===== src/rtl/uart_pkg.sv =====
`default_nettype none
// ============================================================================
//  Module      : uart_pkg
//  Description : Constants shared by the UART receiver, baud generator and
//                receive FIFO.
//                  c_data_w     - received byte width
//                  c_oversample - receiver oversampling factor per bit
//  Revision    : 1.0 - initial release
// ============================================================================
package uart_pkg;

    localparam int c_data_w     = 8;
    localparam int c_oversample = 16;

endpackage : uart_pkg
`default_nettype wire


===== src/rtl/uart_fifo_mem.sv =====
`default_nettype none
// ============================================================================
//  Module      : uart_fifo_mem
//  Description : DEPTH x DATA_W register array, synchronous write port and
//                asynchronous read port. Contents are not reset.
//  Ports       : clk        - write clock
//                i_wr_en    - write enable
//                i_wr_addr  - write address
//                i_wr_data  - write data
//                i_rd_addr  - read address
//                o_rd_data  - combinational read data
//  Revision    : 1.0 - initial release
// ============================================================================
module uart_fifo_mem
    import uart_pkg::*;
#(
    parameter int DEPTH  = 16,
    parameter int DATA_W = c_data_w,
    parameter int ADDR_W = $clog2(DEPTH)
) (
    input  logic              clk,
    input  logic              i_wr_en,
    input  logic [ADDR_W-1:0] i_wr_addr,
    input  logic [DATA_W-1:0] i_wr_data,
    input  logic [ADDR_W-1:0] i_rd_addr,
    output logic [DATA_W-1:0] o_rd_data
);

    logic [DATA_W-1:0] r_mem [DEPTH];

    always_ff @(posedge clk) begin
        if (i_wr_en) begin
            r_mem[i_wr_addr] <= i_wr_data;
        end
    end

    assign o_rd_data = r_mem[i_rd_addr];

endmodule : uart_fifo_mem
`default_nettype wire


===== src/rtl/uart_rx_fifo.sv =====
`default_nettype none
// ============================================================================
//  Module      : uart_rx_fifo
//  Description : First-word-fall-through byte FIFO behind the UART receiver.
//                Captures bytes on the one-cycle rx_valid strobe, flags a
//                sticky overrun when a byte arrives with no free slot.
//  Ports       : Bclk        - oversampling clock (receiver clock)
//                reset_n     - asynchronous active-low reset
//                rx_valid    - write strobe, rx_byte - write data
//                rd_en       - pop request, rd_data - head entry (FWFT)
//                empty/full  - occupancy flags from registered count
//                count       - occupancy 0..DEPTH
//                overrun     - sticky drop flag, clr_overrun clears it
//                almost_full - count >= AF_THRESH watermark
//  Options     : UART_RX_FIFO_ALMOST_FULL_EN - when defined, almost_full is a
//                registered watermark flag; otherwise it is tied low.
//  Revision    : 1.0 - initial release
// ============================================================================
module uart_rx_fifo
    import uart_pkg::*;
#(
    parameter int DEPTH     = 16,
    parameter int DATA_W    = c_data_w,
    parameter int AF_THRESH = 12
) (
    input  logic                       Bclk,
    input  logic                       reset_n,
    input  logic                       rx_valid,
    input  logic [DATA_W-1:0]          rx_byte,
    input  logic                       rd_en,
    output logic [DATA_W-1:0]          rd_data,
    output logic                       empty,
    output logic                       full,
    output logic [$clog2(DEPTH+1)-1:0] count,
    output logic                       overrun,
    input  logic                       clr_overrun,
    output logic                       almost_full
);

    localparam int c_aw = $clog2(DEPTH);
    localparam int c_cw = $clog2(DEPTH+1);

    logic [c_aw-1:0] r_wr_ptr_q, w_wr_ptr_d;
    logic [c_aw-1:0] r_rd_ptr_q, w_rd_ptr_d;
    logic [c_cw-1:0] r_count_q,  w_count_d;
    logic            r_overrun_q, w_overrun_d;
    logic            w_wr_fire, w_rd_fire, w_ovf_set;

    assign empty   = (r_count_q == '0);
    assign full    = (r_count_q == c_cw'(DEPTH));
    assign count   = r_count_q;
    assign overrun = r_overrun_q;

    always_comb begin
        w_rd_fire   = rd_en && !empty;
        // A pop in the same cycle frees the slot, so a write while full is
        // still accepted when rd_en is high (full implies not empty).
        w_wr_fire   = rx_valid && (!full || rd_en);
        w_ovf_set   = rx_valid && full && !rd_en;

        w_wr_ptr_d  = w_wr_fire ? r_wr_ptr_q + 1'b1 : r_wr_ptr_q;
        w_rd_ptr_d  = w_rd_fire ? r_rd_ptr_q + 1'b1 : r_rd_ptr_q;
        w_count_d   = r_count_q + c_cw'(w_wr_fire) - c_cw'(w_rd_fire);

        // Set takes priority over clear so a coincident drop is never lost.
        w_overrun_d = r_overrun_q;
        if (clr_overrun) w_overrun_d = 1'b0;
        if (w_ovf_set)   w_overrun_d = 1'b1;
    end

    always_ff @(posedge Bclk or negedge reset_n) begin
        if (!reset_n) begin
            r_wr_ptr_q  <= '0;
            r_rd_ptr_q  <= '0;
            r_count_q   <= '0;
            r_overrun_q <= 1'b0;
        end else begin
            r_wr_ptr_q  <= w_wr_ptr_d;
            r_rd_ptr_q  <= w_rd_ptr_d;
            r_count_q   <= w_count_d;
            r_overrun_q <= w_overrun_d;
        end
    end

`ifdef UART_RX_FIFO_ALMOST_FULL_EN
    logic r_almost_full_q, w_almost_full_d;

    // Compared against next-state count so the flag moves with count.
    assign w_almost_full_d = (32'(w_count_d) >= 32'(AF_THRESH));

    always_ff @(posedge Bclk or negedge reset_n) begin
        if (!reset_n) begin
            r_almost_full_q <= 1'b0;
        end else begin
            r_almost_full_q <= w_almost_full_d;
        end
    end

    assign almost_full = r_almost_full_q;
`else
    assign almost_full = 1'b0;
`endif

    uart_fifo_mem #(
        .DEPTH  (DEPTH),
        .DATA_W (DATA_W),
        .ADDR_W (c_aw)
    ) u_mem (
        .clk       (Bclk),
        .i_wr_en   (w_wr_fire),
        .i_wr_addr (r_wr_ptr_q),
        .i_wr_data (rx_byte),
        .i_rd_addr (r_rd_ptr_q),
        .o_rd_data (rd_data)
    );

endmodule : uart_rx_fifo
`default_nettype wire

===== config.mk =====
export PLATFORM = sky130hd
export DESIGN_NAME = uart_rx_fifo
export DESIGN_NICKNAME = d
export VERILOG_FILES = /design/src/rtl/uart_pkg.sv /design/src/rtl/uart_fifo_mem.sv /design/src/rtl/uart_rx_fifo.sv
export SDC_FILE = /design/constraint.sdc
export NUM_CORES = 1
export LEC_CHECK = 0
export CORE_AREA = 2 2 157 159
export DETAILED_ROUTE_END_ITERATION = 16
export DIE_AREA = 0 0 159 161
export PLACE_DENSITY = 0.4
export SLEW_MARGIN = 20
export SYNTH_ARGS = -nofsm -noshare
export SYNTH_HDL_FRONTEND = slang
export SYNTH_SLANG_ARGS = --single-unit

===== constraint.sdc =====
create_clock -name Bclk -period 2.56 [get_ports Bclk]
set_input_delay 0.384 -clock Bclk [delete_from_list [all_inputs] [get_ports Bclk]]
set_output_delay 0.384 -clock Bclk [all_outputs]
set_load 0.005 [all_outputs]

### Yosys cells after proc, flatten, opt, wreduce, memory -nomap -nowiden

Memories as Yosys holds them, arrays and structs flattened.
Cells that the tools add are included.
W data, S select, Z words.

* register bits after elaboration: 14
* RAM bits: 128
* bits of input ports: 13
* output and inout port bits: 17
* word-level logic and storage cells: 24
* memories: 1

Memory list
* u_mem.r_mem: depth 16, width 8, read ports 1, clocked after Yosys merged registers in 0, write ports 1, line uart_fifo_mem.sv:29 `logic [DATA_W-1:0] r_mem [DEPTH];`

* add/sub/neg operators: 4
* equal/unequal tests: 1
* muxes and demuxes: 4
* reductions and logical operators: 10

Operators with widths (number)
* $add A4 B1 Y4 const B: 2
* $add A5 B1 Y5: 1
* $eq A5 B5 Y1 const B: 1
* $logic_not A5 Y1: 1
* $sub A5 B1 Y5: 1
* $logic_and A1 B1 Y1: 4
* $mux W1: 4
* $logic_not A1 Y1: 3
* $reduce_bool A2 Y1: 1
* $logic_or A1 B1 Y1: 1

### Longest topological paths before layout

* word-level depth: 6
* mapped depth: 14
* depth with buffers taken out: 13

### Hierarchy

Synthesis repeated with hierarchy kept, for this count alone.

* cells, all modules: 284
* area total of the unflattened synthesis: 5753.0 um2

By module, submodules not included
* uart_fifo_mem: instances 1, cells an instance 221, area each 4987.3 um2, sequential area each 3843.7 um2
* uart_rx_fifo: instances 1, cells an instance 63, area each 765.7 um2, sequential area each 350.3 um2

### Worst setup path before layout

OpenSTA, ideal clock, no wires.

* path kind: register -> register
* start: register r_count_q[3], in the netlist count[3]
* end: register r_count_q[4], in the netlist count[4]
* library setup time: 0.123 ns
* data arrival time: 2.326 ns
* data required time: 2.437 ns
* slack: 0.111 ns
* cell stages (with the launch flop): 14
* path buffers: 1
* clock period less this slack: 2.449 ns
* path through: dfrtp_1 inv_1 ha_1 nor4b_2 nor2b_1 clkbuf_1 ha_1 inv_1 ha_1 fa_1 a21oi_1 nor2_1 nor2_1 xnor2_1

* elaborated cells between the ends (all ways): 9

RTL lines
* start, declared: line uart_rx_fifo.sv:45 `logic [c_cw-1:0] r_count_q, w_count_d;`
* start signal, assigned: line uart_rx_fifo.sv:80 `r_count_q <= w_count_d;`
* $logic_not A5 Y1: line uart_rx_fifo.sv:49 `assign empty = (r_count_q == '0);`
* named net empty: line uart_rx_fifo.sv:32 `output logic empty,`
* $logic_not A1 Y1: line uart_rx_fifo.sv:55 `w_rd_fire = rd_en && !empty;`
* $logic_and A1 B1 Y1: line uart_rx_fifo.sv:55
* named net w_rd_fire: line uart_rx_fifo.sv:47 `logic w_wr_fire, w_rd_fire, w_ovf_set;`
* $sub A5 B1 Y5: line uart_rx_fifo.sv:63 `w_count_d = r_count_q + c_cw'(w_wr_fire) - c_cw'(w_rd_fire);`
* named net w_count_d[4]: line uart_rx_fifo.sv:45

The timed path passes the listed nets, and every way through them passes these cells.
A chain may end at the register's enable or synchronous reset.

### Worst setup path after layout

* start: register r_rd_ptr_q[0]
* end: output rd_data[3]

* word-level cells in the longest chain between the ends: 1

Ends and longest elaborated chain
* start, declared: line uart_rx_fifo.sv:44 `logic [c_aw-1:0] r_rd_ptr_q, w_rd_ptr_d;`
* start signal, assigned: line uart_rx_fifo.sv:79 `r_rd_ptr_q <= w_rd_ptr_d;`
* $mem_v2 Z16 W8
* end, declared: line uart_rx_fifo.sv:31 `output logic [DATA_W-1:0] rd_data,`

No other way between the ends.

==> summary.txt <==
Layout
  – Fin cells: 747
  – Util after Layout: 0.317
  – Share of cells above drive strength 1: 0.352
  – N_diodes: 0
  – Layout Nets: 436
  – Final instance area: 7600 sq um
  – Fillers: 2361
  – P&R area growth vs syn: 29.5%

Yosys
  – Yosys reg bits: 142
  – Synth Instances: 325
  – Synthesized Nets: 350
  – Syn. warnings: 0
  – Avg Inst Size Synth: 18.1 sq um
  – Post-Synthesis Cell Area: 5870 sq um
  – Netlist cell types: 35
  – Register area share after synthesis: 0.714

Placed design
  – # port buffers: 28
  – Placed cell areas: 6680 sq um
  – Worst slack at placement: -0.00219 ns
  – Routability Congestion: 0.708
  – Dpl hpwl: 8.60 mm
  – Placed Instances: 692

Timing
  – Total negative slack: 0 ns
  – Final Slew Violations: 0
  – Tightest Pin Transition: 0.690 ns
  – Final Critical Period: 2.54 ns
  – Unrepaired setup endpoints after global routing: yes
  – Worst Slack Setup Final: 0.0154 ns
  – Slew margin rel.: 0.538
  – Final Cycle Share: 0.994
  – Worst hold margin: 0.380 ns
  – Setup violations, final: 0
  – Final Hold Fails: 0
  – Max Freq: 0.393 GHz
  – Clock skew: 0.00670 ns

Critical path
  – Slowest Stage Delay on Critical Path: 0.54 ns
  – R2R depth: 13
  – Crit path max-delay family: buffers and inverters
  – Required time of the critical path: 2.18 ns
  – Reg2reg end: count[4]
  – R2R Path Start: count[2]
  – Worst Path Buf+Inv: 4
  – CP Capture Type: output port
  – Crit. Startpoint: r_rd_ptr_q[0]
  – Worst path cell trace: buf_12 > buf_8 > mux2i_2 > a221oi_2 > buf_4 > a22oi_2 > nand2_2 > buf_2
  – Crit path max fanout: 5
  – Worst Path Arrival: 2.16 ns
  – CP Depth: 8
  – Startpoint types: flip-flop
  – Crit-path slowest cell: dfrtp_4
  – Reg-to-reg slack, setup: 0.20 ns
  – Crit path capture: rd_data[3]
  – CP Class: flip-flop to output port

Die
  – Die X: 159 um
  – Die height: 161 um
  – DIE AREA: 25600 sq um
  – I/O Pins: 30
  – Core Footprint: 24000 sq um
  – Starting Density: 0.245
  – # rows: 57

CTS
  – Clk pin slew, worst setup/hold paths: 0.06 ns
  – H-tree depth: 4
  – Cts bufs inserted: 17
  – Clock latency on the worst-skew pair: 0.41 ns
  – Root Driver: clkbuf_16
  – Clock buffer depth: 2
  – Clk sink count: 142
  – CTS tree: done

Power and ir drop
  – Pwr dens: 1180 nW/um^2
  – VDD IR max: 0.000493 V
  – Power after layout: 8.96 mW
  – Static leakage: 2.71 nW

Global route
  – Largest net degree at the start of global routing: 19
  – First-pass GRT wire length: 21.1 mm
  – Number of global-route vias before repair: 3265
  – GRT Overall Usage: 0.114
  – Initial antenna violation count: 0
  – Overflow after GRT: 0

Hold path
  – Hold Path Class: primary input to async pin

Detailed routing
  – Starting DRT DRC Count: 182
  – Post-Route WL: 13.8 mm
  – DRC Markers: 0
  – Pre-antenna DRT Iters: 4
  – Via count: 3107
  – Drt wl/cell: 18.5 um
  – Antenna-violating nets left: 0
  – Vias/cell: 4.16

Flow run
  – Maxcap violations: 0

Outcome
  – Status: completed
## cell type report
type,instances,area (sq um),area share
clock inverter,14,126,0.0166
clock buffer,17,425,0.0559
multi-input combinational,152,1620,0.213
tap,324,405,0.0533
inverter,12,45.0,0.00592
sequential,142,4200,0.552
timing repair buffer,86,783,0.103
## repair_timing
action / CTS / global route
hold buffers: 0 / 0
cloned: 4 / 0
setup buffers: 20 / 3
pin swaps: 22 / 16
gates resized for setup: 71 / 12
endpoints found under the setup margin: 8 / 9
## layout by cell type (no fill, tap or decap), types with 8 or more instances in the layout
cell,instances
buf_4,47
nor2_1,14
inv_1,12
mux2i_1,27
a221oi_2,13
clkbuf_16,17
buf_2,8
edfxtp_1,128
dfrtp_1,13
mux4_2,16
nand2_1,13
clkdlybuf4s50_1,20
ha_1,11
## synth_stat cells
cell | number | area [sq um]
nand2b_1 | 2 | 12.5
a22oi_1 | 8 | 60.1
xor2_1 | 3 | 26.3
mux4_2 | 16 | 360
inv_1 | 12 | 45.0
clkbuf_1 | 3 | 11.3
ha_1 | 11 | 138
nand4bb_1 | 1 | 11.3
a21o_1 | 1 | 7.51
xnor2_1 | 7 | 61.3
a221oi_2 | 9 | 135
nand3_1 | 1 | 5.00
and2_1 | 1 | 6.26
mux2_1 | 1 | 11.3
dfrtp_1 | 14 | 350
o21a_1 | 1 | 7.51
mux2i_1 | 32 | 320
buf_1 | 2 | 7.51
a221oi_1 | 7 | 61.3
buf_6 | 8 | 90.1
o21ai_0 | 9 | 45.0
a21oi_1 | 2 | 10.0
nand4_1 | 1 | 6.26
nor3_1 | 4 | 20.0
nor4b_2 | 1 | 15.0
o32ai_1 | 1 | 8.76
nor2b_1 | 2 | 12.5
conb_1 | 1 | 3.75
buf_2 | 2 | 10.0
fa_1 | 1 | 20.0
buf_12 | 1 | 20.0
buf_4 | 3 | 22.5
nor2_1 | 14 | 52.6
nand2_1 | 15 | 56.3
edfxtp_1 | 128 | 3840
## flip-flops by register name, summed over array words and instances (netlist names)
| signal | cells |
|---|---|
| u_mem.r_mem | 128 |
| count | 5 |
| r_rd_ptr_q | 4 |
| r_wr_ptr_q | 4 |
| overrun | 1 |
## how the worst min path moves through the flow
stage,from,end,slack (ns),depth (start not counted)
finish,reset_n,count[1],0.38,1
global route,reset_n,count[1],0.42,1
CTS,reset_n,overrun,0.39,1
detailed placement,r_rd_ptr_q[2],r_rd_ptr_q[2],0.52,1
global placement,r_rd_ptr_q[2],r_rd_ptr_q[2],0.51,1
floorplan,reset_n,count[0],0.09,0
## power breakdown
group | switching (mW) | internal [mW] | leakage (nW) | total, mW
sequential | 0.204 | 2.86 | 1.32 | 3.06
combinational | 1.79 | 1.79 | 1.11 | 3.58
clock | 1.04 | 1.28 | 0.277 | 2.32
total | 3.03 | 5.93 | 2.71 | 8.96
## cell families (layout without fill, tap and decap cells)
group                      count (synthesis)  count (layout)  synth area share
AOI/OAI and AO/OA                         38              38            0.0571
xor gates and xnor gates                  10              10            0.0149
adders and majority gates                 12              12            0.0268
buffers and inverters                     31             129            0.0351
DFF                                      142             142             0.714
muxes                                     49              49             0.118
other                                      1               1          0.000638
and+or+nand+nor                           42              42            0.0337
## per-layer routing
layer	wire [um]	track usage	up-vias
li1	-	-	1447
met1	6290	0.145	1608
met2	7090	0.195	40
met3	254	0.0205	12
met4	175	0.0401	0
met5	0	0	-
Power figures use the tool's default switching activity.
